[src/rtl/rect_flip_sched.sv]
// rect_flip_sched: walks a rectangular region of a byte-wide BRAM through the
// multi-byte word adapter. Each word is read, bit-reversed and written back.
// Optional build macro RECT_SCHED_TIMEOUT_EN adds a wait-state watchdog that
// sets the sticky err flag and ends the pass.
module rect_flip_sched #(
   parameter int unsigned DATA_WIDTH     = 8,
   parameter int unsigned WORD_BYTES     = 2,
   parameter int unsigned TIMEOUT_CYCLES = 64
) (
   input  logic                             clk,
   input  logic                             rst,
   input  logic                             start,
   input  logic [7:0]                       cfg_base,
   input  logic [7:0]                       cfg_cols,
   input  logic [7:0]                       cfg_rows,
   input  logic [7:0]                       cfg_pitch,
   output logic                             st_read,
   output logic                             st_write,
   output logic [7:0]                       base_addr,
   output logic [WORD_BYTES*DATA_WIDTH-1:0] write_data,
   input  logic [WORD_BYTES*DATA_WIDTH-1:0] read_data,
   input  logic                             flip_ready,
   input  logic                             wrt_done,
   output logic                             busy,
   output logic                             done,
   output logic [15:0]                      words_done,
   output logic                             err
);

   localparam int unsigned W = WORD_BYTES * DATA_WIDTH;

   typedef enum logic [2:0] {
      IDLE, ISSUE_RD, WAIT_RD, ISSUE_WR, WAIT_WR, ADVANCE, DONE
   } state_t;

   state_t         state;
   logic [7:0]     cols_q, rows_q, pitch_q;
   logic [7:0]     col, row, row_start;
   logic [W-1:0]   rev;
   logic           more_cols, more_rows, empty;

`ifdef RECT_SCHED_TIMEOUT_EN
   localparam logic [15:0] TMO_LAST = 16'(TIMEOUT_CYCLES - 1);
   logic [15:0]    tmo_cnt;
`else
   assign err = 1'b0;
`endif

   // Bit-reverse the whole adapter word (bit i goes to bit W-1-i).
   always_comb begin
      rev = '0;
      for (int unsigned i = 0; i < W; i++) rev[i] = read_data[W-1-i];
   end

   // Position tests for ADVANCE, widened so cols/rows of 0 or 255 compare correctly.
   always_comb begin
      more_cols = ({1'b0, col} + 9'd1) < {1'b0, cols_q};
      more_rows = ({1'b0, row} + 9'd1) < {1'b0, rows_q};
      empty     = (cols_q == 8'd0) || (rows_q == 8'd0);
   end

   // Scheduler FSM with registered request, status and address outputs.
   always_ff @(posedge clk) begin
      if (rst) begin
         state      <= IDLE;
         st_read    <= 1'b0;
         st_write   <= 1'b0;
         busy       <= 1'b0;
         done       <= 1'b0;
         base_addr  <= '0;
         write_data <= '0;
         words_done <= '0;
         cols_q     <= '0;
         rows_q     <= '0;
         pitch_q    <= '0;
         col        <= '0;
         row        <= '0;
         row_start  <= '0;
`ifdef RECT_SCHED_TIMEOUT_EN
         err        <= 1'b0;
         tmo_cnt    <= '0;
`endif
      end else begin
         st_read  <= 1'b0;
         st_write <= 1'b0;
         done     <= 1'b0;
         case (state)
            IDLE: begin
               if (start) begin
                  cols_q     <= cfg_cols;
                  rows_q     <= cfg_rows;
                  pitch_q    <= cfg_pitch;
                  col        <= '0;
                  row        <= '0;
                  row_start  <= cfg_base;
                  base_addr  <= cfg_base;
                  words_done <= '0;
                  busy       <= 1'b1;
`ifdef RECT_SCHED_TIMEOUT_EN
                  err        <= 1'b0;
`endif
                  // An empty rectangle spends one cycle in ADVANCE so that done
                  // lands two cycles after start, like the end of a normal pass.
                  if (cfg_rows == 8'd0 || cfg_cols == 8'd0) begin
                     state <= ADVANCE;
                  end else begin
                     st_read <= 1'b1;
                     state   <= ISSUE_RD;
                  end
               end
            end
            ISSUE_RD: begin
               state <= WAIT_RD;
`ifdef RECT_SCHED_TIMEOUT_EN
               tmo_cnt <= '0;
`endif
            end
            WAIT_RD: begin
               if (flip_ready) begin
                  write_data <= rev;
                  st_write   <= 1'b1;
                  state      <= ISSUE_WR;
               end
`ifdef RECT_SCHED_TIMEOUT_EN
               else if (tmo_cnt == TMO_LAST) begin
                  err   <= 1'b1;
                  done  <= 1'b1;
                  busy  <= 1'b0;
                  state <= DONE;
               end else begin
                  tmo_cnt <= tmo_cnt + 16'd1;
               end
`endif
            end
            ISSUE_WR: begin
               state <= WAIT_WR;
`ifdef RECT_SCHED_TIMEOUT_EN
               tmo_cnt <= '0;
`endif
            end
            WAIT_WR: begin
               if (wrt_done) begin
                  words_done <= words_done + 16'd1;
                  state      <= ADVANCE;
               end
`ifdef RECT_SCHED_TIMEOUT_EN
               else if (tmo_cnt == TMO_LAST) begin
                  err   <= 1'b1;
                  done  <= 1'b1;
                  busy  <= 1'b0;
                  state <= DONE;
               end else begin
                  tmo_cnt <= tmo_cnt + 16'd1;
               end
`endif
            end
            ADVANCE: begin
               if (!empty && more_cols) begin
                  col       <= col + 8'd1;
                  base_addr <= base_addr + 8'(WORD_BYTES);
                  st_read   <= 1'b1;
                  state     <= ISSUE_RD;
               end else if (!empty && more_rows) begin
                  row       <= row + 8'd1;
                  col       <= '0;
                  row_start <= row_start + pitch_q;
                  base_addr <= row_start + pitch_q;
                  st_read   <= 1'b1;
                  state     <= ISSUE_RD;
               end else begin
                  done  <= 1'b1;
                  busy  <= 1'b0;
                  state <= DONE;
               end
            end
            DONE: begin
               state <= IDLE;
            end
            default: begin
               state <= IDLE;
            end
         endcase
      end
   end

endmodule

[config.mk]
export PLATFORM = sky130hd
export DESIGN_NAME = rect_flip_sched
export DESIGN_NICKNAME = d
export VERILOG_FILES = /design/src/rtl/rect_flip_sched.sv
export SDC_FILE = /design/constraint.sdc
export NUM_CORES = 1
export LEC_CHECK = 0
export ABC_AREA = 1
export BUFFER_PORTS_ARGS = -buffer_cell sky130_fd_sc_hd__buf_2
export CORE_ASPECT_RATIO = 0.6
export CORE_MARGIN = 10
export CORE_UTILIZATION = 35
export DETAILED_ROUTE_END_ITERATION = 8
export GPL_TIMING_DRIVEN = 0
export PLACE_DENSITY = 0.64
export SYNTH_ARGS = -nofsm -noshare
export SYNTH_HDL_FRONTEND = slang
export SYNTH_SLANG_ARGS = --single-unit
[constraint.sdc]
create_clock -name clk -period 3.4 [get_ports clk]
set_input_delay 0.68 -clock clk [delete_from_list [all_inputs] [get_ports clk]]
set_output_delay 0.68 -clock clk [all_outputs]
set_load 0.02 [all_outputs]
==> results of run 1 <==
cell families after synthesis:
logic type	after synthesis	synth area share [%]
adders and majority gates	26	6.494
xor gates and xnor gates	18	3.076
buffers and inverters	120	9.399
other	1	0.07317
AOI/OAI and AO/OA	120	12.18
DFF	95	37.11
and+or+nand+nor	363	31.67
sequential cells by signal (all words and copies together) (netlist names):
register	cells
busy	1
base_addr	8
state	3
st_read	1
row_start	8
col	8
row	8
cols_q	8
rows_q	8
write_data	16
words_done	16
st_write	1
pitch_q	8
done	1
worst paths after layout:
check	to	cells past startpoint	slack, ns	start
max	row[6]	17	0.41	col[0]
min	base_addr[0]	2	0.46	base_addr[0]
max reg2reg	row[6]	17	0.41	col[0]
min reg2reg	base_addr[0]	2	0.46	base_addr[0]
power groups by stage:
| stage | combinational (mW) | sequential, mW | clock, mW |
|---|---|---|---|
| 3_5_place_dp | 0.868 | 1.31 | 0 |
| 3_3_place_gp | 0.860 | 1.31 | 0 |
| 6_report | 0.869 | 1.29 | 1.05 |
| 4_1_cts | 0.871 | 1.29 | 1.08 |
| 2_1_floorplan | 0.595 | 1.34 | 0 |
| 5_1_grt | 0.992 | 1.30 | 1.12 |
tightest hold or removal path, cell delays in order (launching register included):
cell,delay (ns)
dfxtp_1,0.31
nand2_1,0.06
a21oi_1,0.05
through the flow:
stage	cell area (um2)	setup slack [ns]	power (mW)	hold WS [ns]
2_1_floorplan	5125	0.9771	1.937	0.4376
3_3_place_gp	5853	0.4858	2.171	0.4496
6_report	6156	0.4123	3.206	0.4603
5_1_grt	6156	0.1625	3.418	0.4916
3_5_place_dp	5853	0.4449	2.179	0.4543
4_1_cts	6156	0.4213	3.239	0.4643
per-layer routing:
layer / track usage [%] / wire, um / vias up
met2: 20.23 / 5546 / 101
met5: 0 / 7 / -
met4: 3.825 / 173 / 2
li1: - / - / 2603
met3: 4.818 / 940 / 19
met1: 19.58 / 7335 / 2150
area by class of cell:
type                    instances  area [um2]
well taps                     198       247.7
clock inverters                 7       77.57
repair buffers                 96       480.5
multi-input cells             528        2741
plain buffers                  24       121.4
inverters                      96       360.3
clock buffers                   9       225.2
fillers                      1490        8265
flip-flops and latches         95        1902
cells in the final DEF (no fill, tap or decap), types with 7 or more instances in the layout:
cell       instances
o21ai_0           52
nand3_1           39
ha_1              25
clkbuf_1          13
nor3_1             7
inv_1             91
clkbuf_16          9
dfxtp_1           95
nor2_1            96
xnor2_1            7
nand2_1          173
buf_2            100
a21oi_1           57
nand4_1           13
xor2_1            11
==> flow_summary.yaml, run 1 <==
run_status:
  status: "finished, final reports clean"
power_and_ir_drop:
  p_clk_share_pct: 32.7
  swShare_pct: 34.51
  intPower_mw: 2.099
  max-vdd-ir-drop_mv: 0.2159
  seq_power_share_pct: 40.2
  leakagePower_nw: 3.071
  p_switching_mw: 1.106
  powerDensity_nw_per_um2: 520.7
  p_comb_share_pct: 27.1
global_route:
  grt_antenna_before_repair: 1
  first_global_vias: 4611
  grt_pass1_wl_mm: 23.10
  grt_max_degree: 18
  track_usage_pct: 14.11
  gr-total-overflow: 0
clocking:
  ctsHoldBuffers: 0
  post_cts_buffers: 0
  cts_buffers: 9
  root_buffer: "clkbuf_16"
  cts_tree: "built"
  clk_pin_slew_ns: 0.07
  cts.sinks: 95
  htree_num_levels: 3
  clk_latency_ns: 0.35
  clockBufferDepth: 2
  cts_resized: 0
timing:
  max_freq_mhz: 334.7
  fin_tns_setup_ns: 0
  clock_skew_ns: 0.009015
  period_share_pct: 87.87
  max_slew.worst_pin.slew_ns: 0.5960
  grt_setup_unrepaired: "false"
  slew-limit-headroom_pct: 60.27
  period_minus_slack_ns: 2.988
  finalMaxSlewViolations: 0
  setup_violations: 0
  hold_viol: 0
worst_setup_path:
  cp_cell_sequence: "ha_1 > nand2_1 > nor2_1 > xor2_1 > ha_1 > nand2_1 > inv_1 > a21oi_1 > nand2_1 > nand2_1 > nand2_1 > nand2_2 > nand3_4 > nand3_4 > buf_2 > nand2_1 > a21oi_1"
  worst_setup_path_end_kind: "flip-flop"
  cp_common_cell: "nand2_1"
  startpoint_type: "flip-flop"
  path_buf_inv: 2
  slowest_delay_ns: 0.40
  critical_path_class: "reg -> reg"
  cp_data_arrival_time_ns: 3.27
  cp_max_fo: 10
  slowest_stage: "dfxtp_1"
  crit_required_ns: 3.68
  crit_family: "simple AND/OR/NAND/NOR gates"
final_layout:
  syn_to_final_growth_pct: 20.12
  fin_cells: 1053
  drive_gt1_share_pct: 17.31
  diodes: 0
  fin_util_pct: 42.69
  nNetsFinal: 929
detailed_routing:
  num_vias: 4875
  drt-vias-per-instance: 4.630
  drc_errors: 0
  wl_per_cell_um: 13.30
  finalWirelength_mm: 14.00
  drt_iter0_drc: 312
  drt_first_pass_iters: 5
  drtAntennaViolNets: 0
hold_path:
  min_path_type: "reg -> reg"
floorplanning:
  die_area_um2: 20040
  rows: 34
  fp.coreArea_um2: 14420
  start_util_pct: 35.54
  die_y_um: 113.7
  dieWidth_um: 176.2
  pin_count: 98
yosys:
  yosysTopAreaCell: "dfxtp_1"
  ys_async_sr_fraction_pct: 0
  synth_cell_type_count: 37
  syn_nets: 822
  avgSynthCellArea_um2: 6.898
  synth_common_cells: "nand2_1 (173), nor2_1 (96), dfxtp_1 (95), inv_1 (91), a21oi_1 (57)"
  synth_edf_count: 0
  synthTopCellsByArea: "dfxtp_1 (37%), nand2_1 (13%), nor2_1 (7.0%), inv_1 (6.7%), ha_1 (6.1%)"
  ys_seq_area_share_pct: 37.11
  syn-cell-area_um2: 5125
  synth-seq-cells: 95
  synth_ff_type: "dfxtp_1"
  yosysTopAreaCellShare_pct: 37.11
  syn-instance-count: 743
  synth_warnings: 0
  yosysMostFrequentCell: "nand2_1"
placement:
  portBuffers: 96
  place_inst: 1037
  hpwl_mm: 10.98
  gp_congestion: 0.8791
job:
  maxCapViolCount: 0
No activity file was read; power rests on OpenSTA's default activity.
==> run 2, diff against run 1 <==
--- a/config.mk
+++ b/config.mk
@@ -10,6 +10,7 @@
 export CORE_ASPECT_RATIO = 0.6
 export CORE_MARGIN = 10
 export CORE_UTILIZATION = 35
+export CTS_BUF_LIST = sky130_fd_sc_hd__clkbuf_16
 export DETAILED_ROUTE_END_ITERATION = 8
 export GPL_TIMING_DRIVEN = 0
 export PLACE_DENSITY = 0.64
==> constraint.sdc (replaced) <==
create_clock -name clk -period 3 [get_ports clk]
set_input_delay 0.6 -clock clk [delete_from_list [all_inputs] [get_ports clk]]
set_output_delay 0.6 -clock clk [all_outputs]
set_load 0.02 [all_outputs]
==> flow_summary.yaml, run 2 (synthesized netlist as in run 1, its figures left out) <==
worst_setup_path:
  slowest_delay_ns: 0.37
  cp_data_arrival_time_ns: 3.02
  worst_setup_path_end_kind: "flip-flop"
  crit_required_ns: 3.28
  critical_path_class: "reg -> reg"
  critPathLaunch: "col[0]"
  startpoint_type: "flip-flop"
  slowest_stage: "dfxtp_2"
  r2r-start: "col[0]"
  cp_common_cell: "nand2_1"
  rrSetupSlack_ns: 0.26
  cp_max_fo: 10
  cp_cell_sequence: "ha_1 > nand2_1 > nor2_2 > xor2_1 > ha_1 > nand2_1 > inv_1 > a21oi_1 > nand2_1 > nand2_1 > nand2_1 > nand2_4 > nand3_4 > nand3_4 > clkbuf_4 > nand2_1 > a21oi_1"
detailed_routing:
  drt_iter0_drc: 308
  num_vias: 4898
  drt_first_pass_iters: 5
  wl_per_cell_um: 13.32
  drt-vias-per-instance: 4.651
  finalWirelength_mm: 14.03
  drtAntennaViolNets: 0
  drc_errors: 0
timing:
  whs_ns: 0.4606
  max_slew.worst_pin.slew_ns: 0.5977
  period_minus_slack_ns: 2.745
  period_share_pct: 91.50
  setup_violations: 0
  fin_tns_setup_ns: 0
  hold_viol: 0
  max_freq_mhz: 364.3
  clock_skew_ns: 0.008290
  grt_setup_unrepaired: "false"
  slew-limit-headroom_pct: 60.15
  finalMaxSlewViolations: 0
  setup_slack_ns: 0.2551
placement:
  post_dp_cell_area_um2: 5853
  hpwl_mm: 10.98
  gp_congestion: 0.8791
  pre_cts_ws_ns: 0.04489
  portBuffers: 96
  place_inst: 1037
final_layout:
  fin_area_um2: 6168
  multi_input_area_um2: 2749
  nNetsFinal: 929
  seqCellArea_um2: 1904
  final_cell_mix: "nand2_1 (173), buf_2 (99), nor2_1 (95)"
  drive_gt1_share_pct: 17.66
  reg_top3: "words_done: 16 flops, write_data: 16 flops"
  final.fill_count: 1488
  syn_to_final_growth_pct: 20.36
  final_common_cell: "nand2_1"
  fin_cells: 1053
  diodes: 0
floorplanning:
  die_area_um2: 20040
  pin_count: 98
  fp.coreArea_um2: 14420
  rows: 34
  start_util_pct: 35.54
  dieWidth_um: 176.2
  die_y_um: 113.7
clocking:
  cts_tree: "built"
  cts.sinks: 95
  root_buffer: "clkbuf_16"
  cts_buffers: 9
  clk_pin_slew_ns: 0.07
  clk_latency_ns: 0.35
  htree_num_levels: 3
  clockBufferDepth: 2
global_route:
  first_global_vias: 4611
  track_usage_pct: 14.11
  gr-total-overflow: 0
  grt_max_degree: 18
  grt_antenna_before_repair: 1
  grt_pass1_wl_mm: 23.10
hold_path:
  hp-start: "base_addr[0]"
  min_path_type: "reg -> reg"
power_and_ir_drop:
  max-vdd-ir-drop_mv: 0.2457
  leakagePower_nw: 3.077
  powerDensity_nw_per_um2: 590.5
run_status:
  status: "finished, final reports clean"
job:
  maxCapViolCount: 0
[run 2: cell count changes in the layout (fill, tap and decap cells not counted), sizes merged]
cell / previous run / this run
buf: 107 / 106
clkbuf: 22 / 23
[run 2: critical path: cells and delay by family (launching register included)]
kind / cells / cell delay [ns]
AND/OR/NAND/NOR: 10 / 1.08
adder cells (fa/ha/maj): 2 / 0.48
AO/OA/AOI/OAI: 2 / 0.24
buffers and inverters: 2 / 0.28
XOR/XNOR: 1 / 0.24
flip-flops: 1 / 0.37
[run 2: final cells by class]
type | instances | share of cell area [%]
Timing Repair Buffer | 96 | 7.789
Clock buffer | 9 | 3.651
Sequential cell | 95 | 30.87
Multi-Input combinational cell | 528 | 44.56
Clock inverter | 7 | 1.258
Inverter | 96 | 5.842
Tap cell | 198 | 4.016
Buffer | 24 | 2.008
[run 2: repair_timing]
item,in CTS,in global routing
setup endpoints to repair,0,33
hold buffers,0,0
gates resized for setup,0,5
setup buffers,0,0
[run 2: path summary, 6_finish.rpt]
| check | end | cells past startpoint |
|---|---|---|
| worst max register to register | row[6] | 17 |
| worst max-delay path | row[6] | 17 |
| worst min register to register | base_addr[0] | 2 |
| worst min-delay path | base_addr[0] | 2 |
[run 2: report_power, final]
| part | switching [mW] | internal, mW |
|---|---|---|
| Combinational | 0.648 | 0.346 |
| Clock | 0.532 | 0.656 |
| Sequential | 0.0790 | 1.38 |
| Total | 1.26 | 2.38 |
[run 2: per-stage QoR]
step	util [%]	power, mW
floorplan	-	2.196
global placement	40.59	2.461
detailed placement	40.59	2.469
CTS	42.69	3.671
global route	42.77	3.883
finish	42.77	3.642
[run 2: layer usage]
layer  up-vias  wire length (um)  part of all wire, %  track usage (%)
met5         -                 7                0.050                0
met4         2               178                  1.3            3.825
met3        18               919                  6.6            4.818
met2       103              5578                   40            20.23
met1      2172              7341                   52            19.58
li1       2603                 -                    -                -
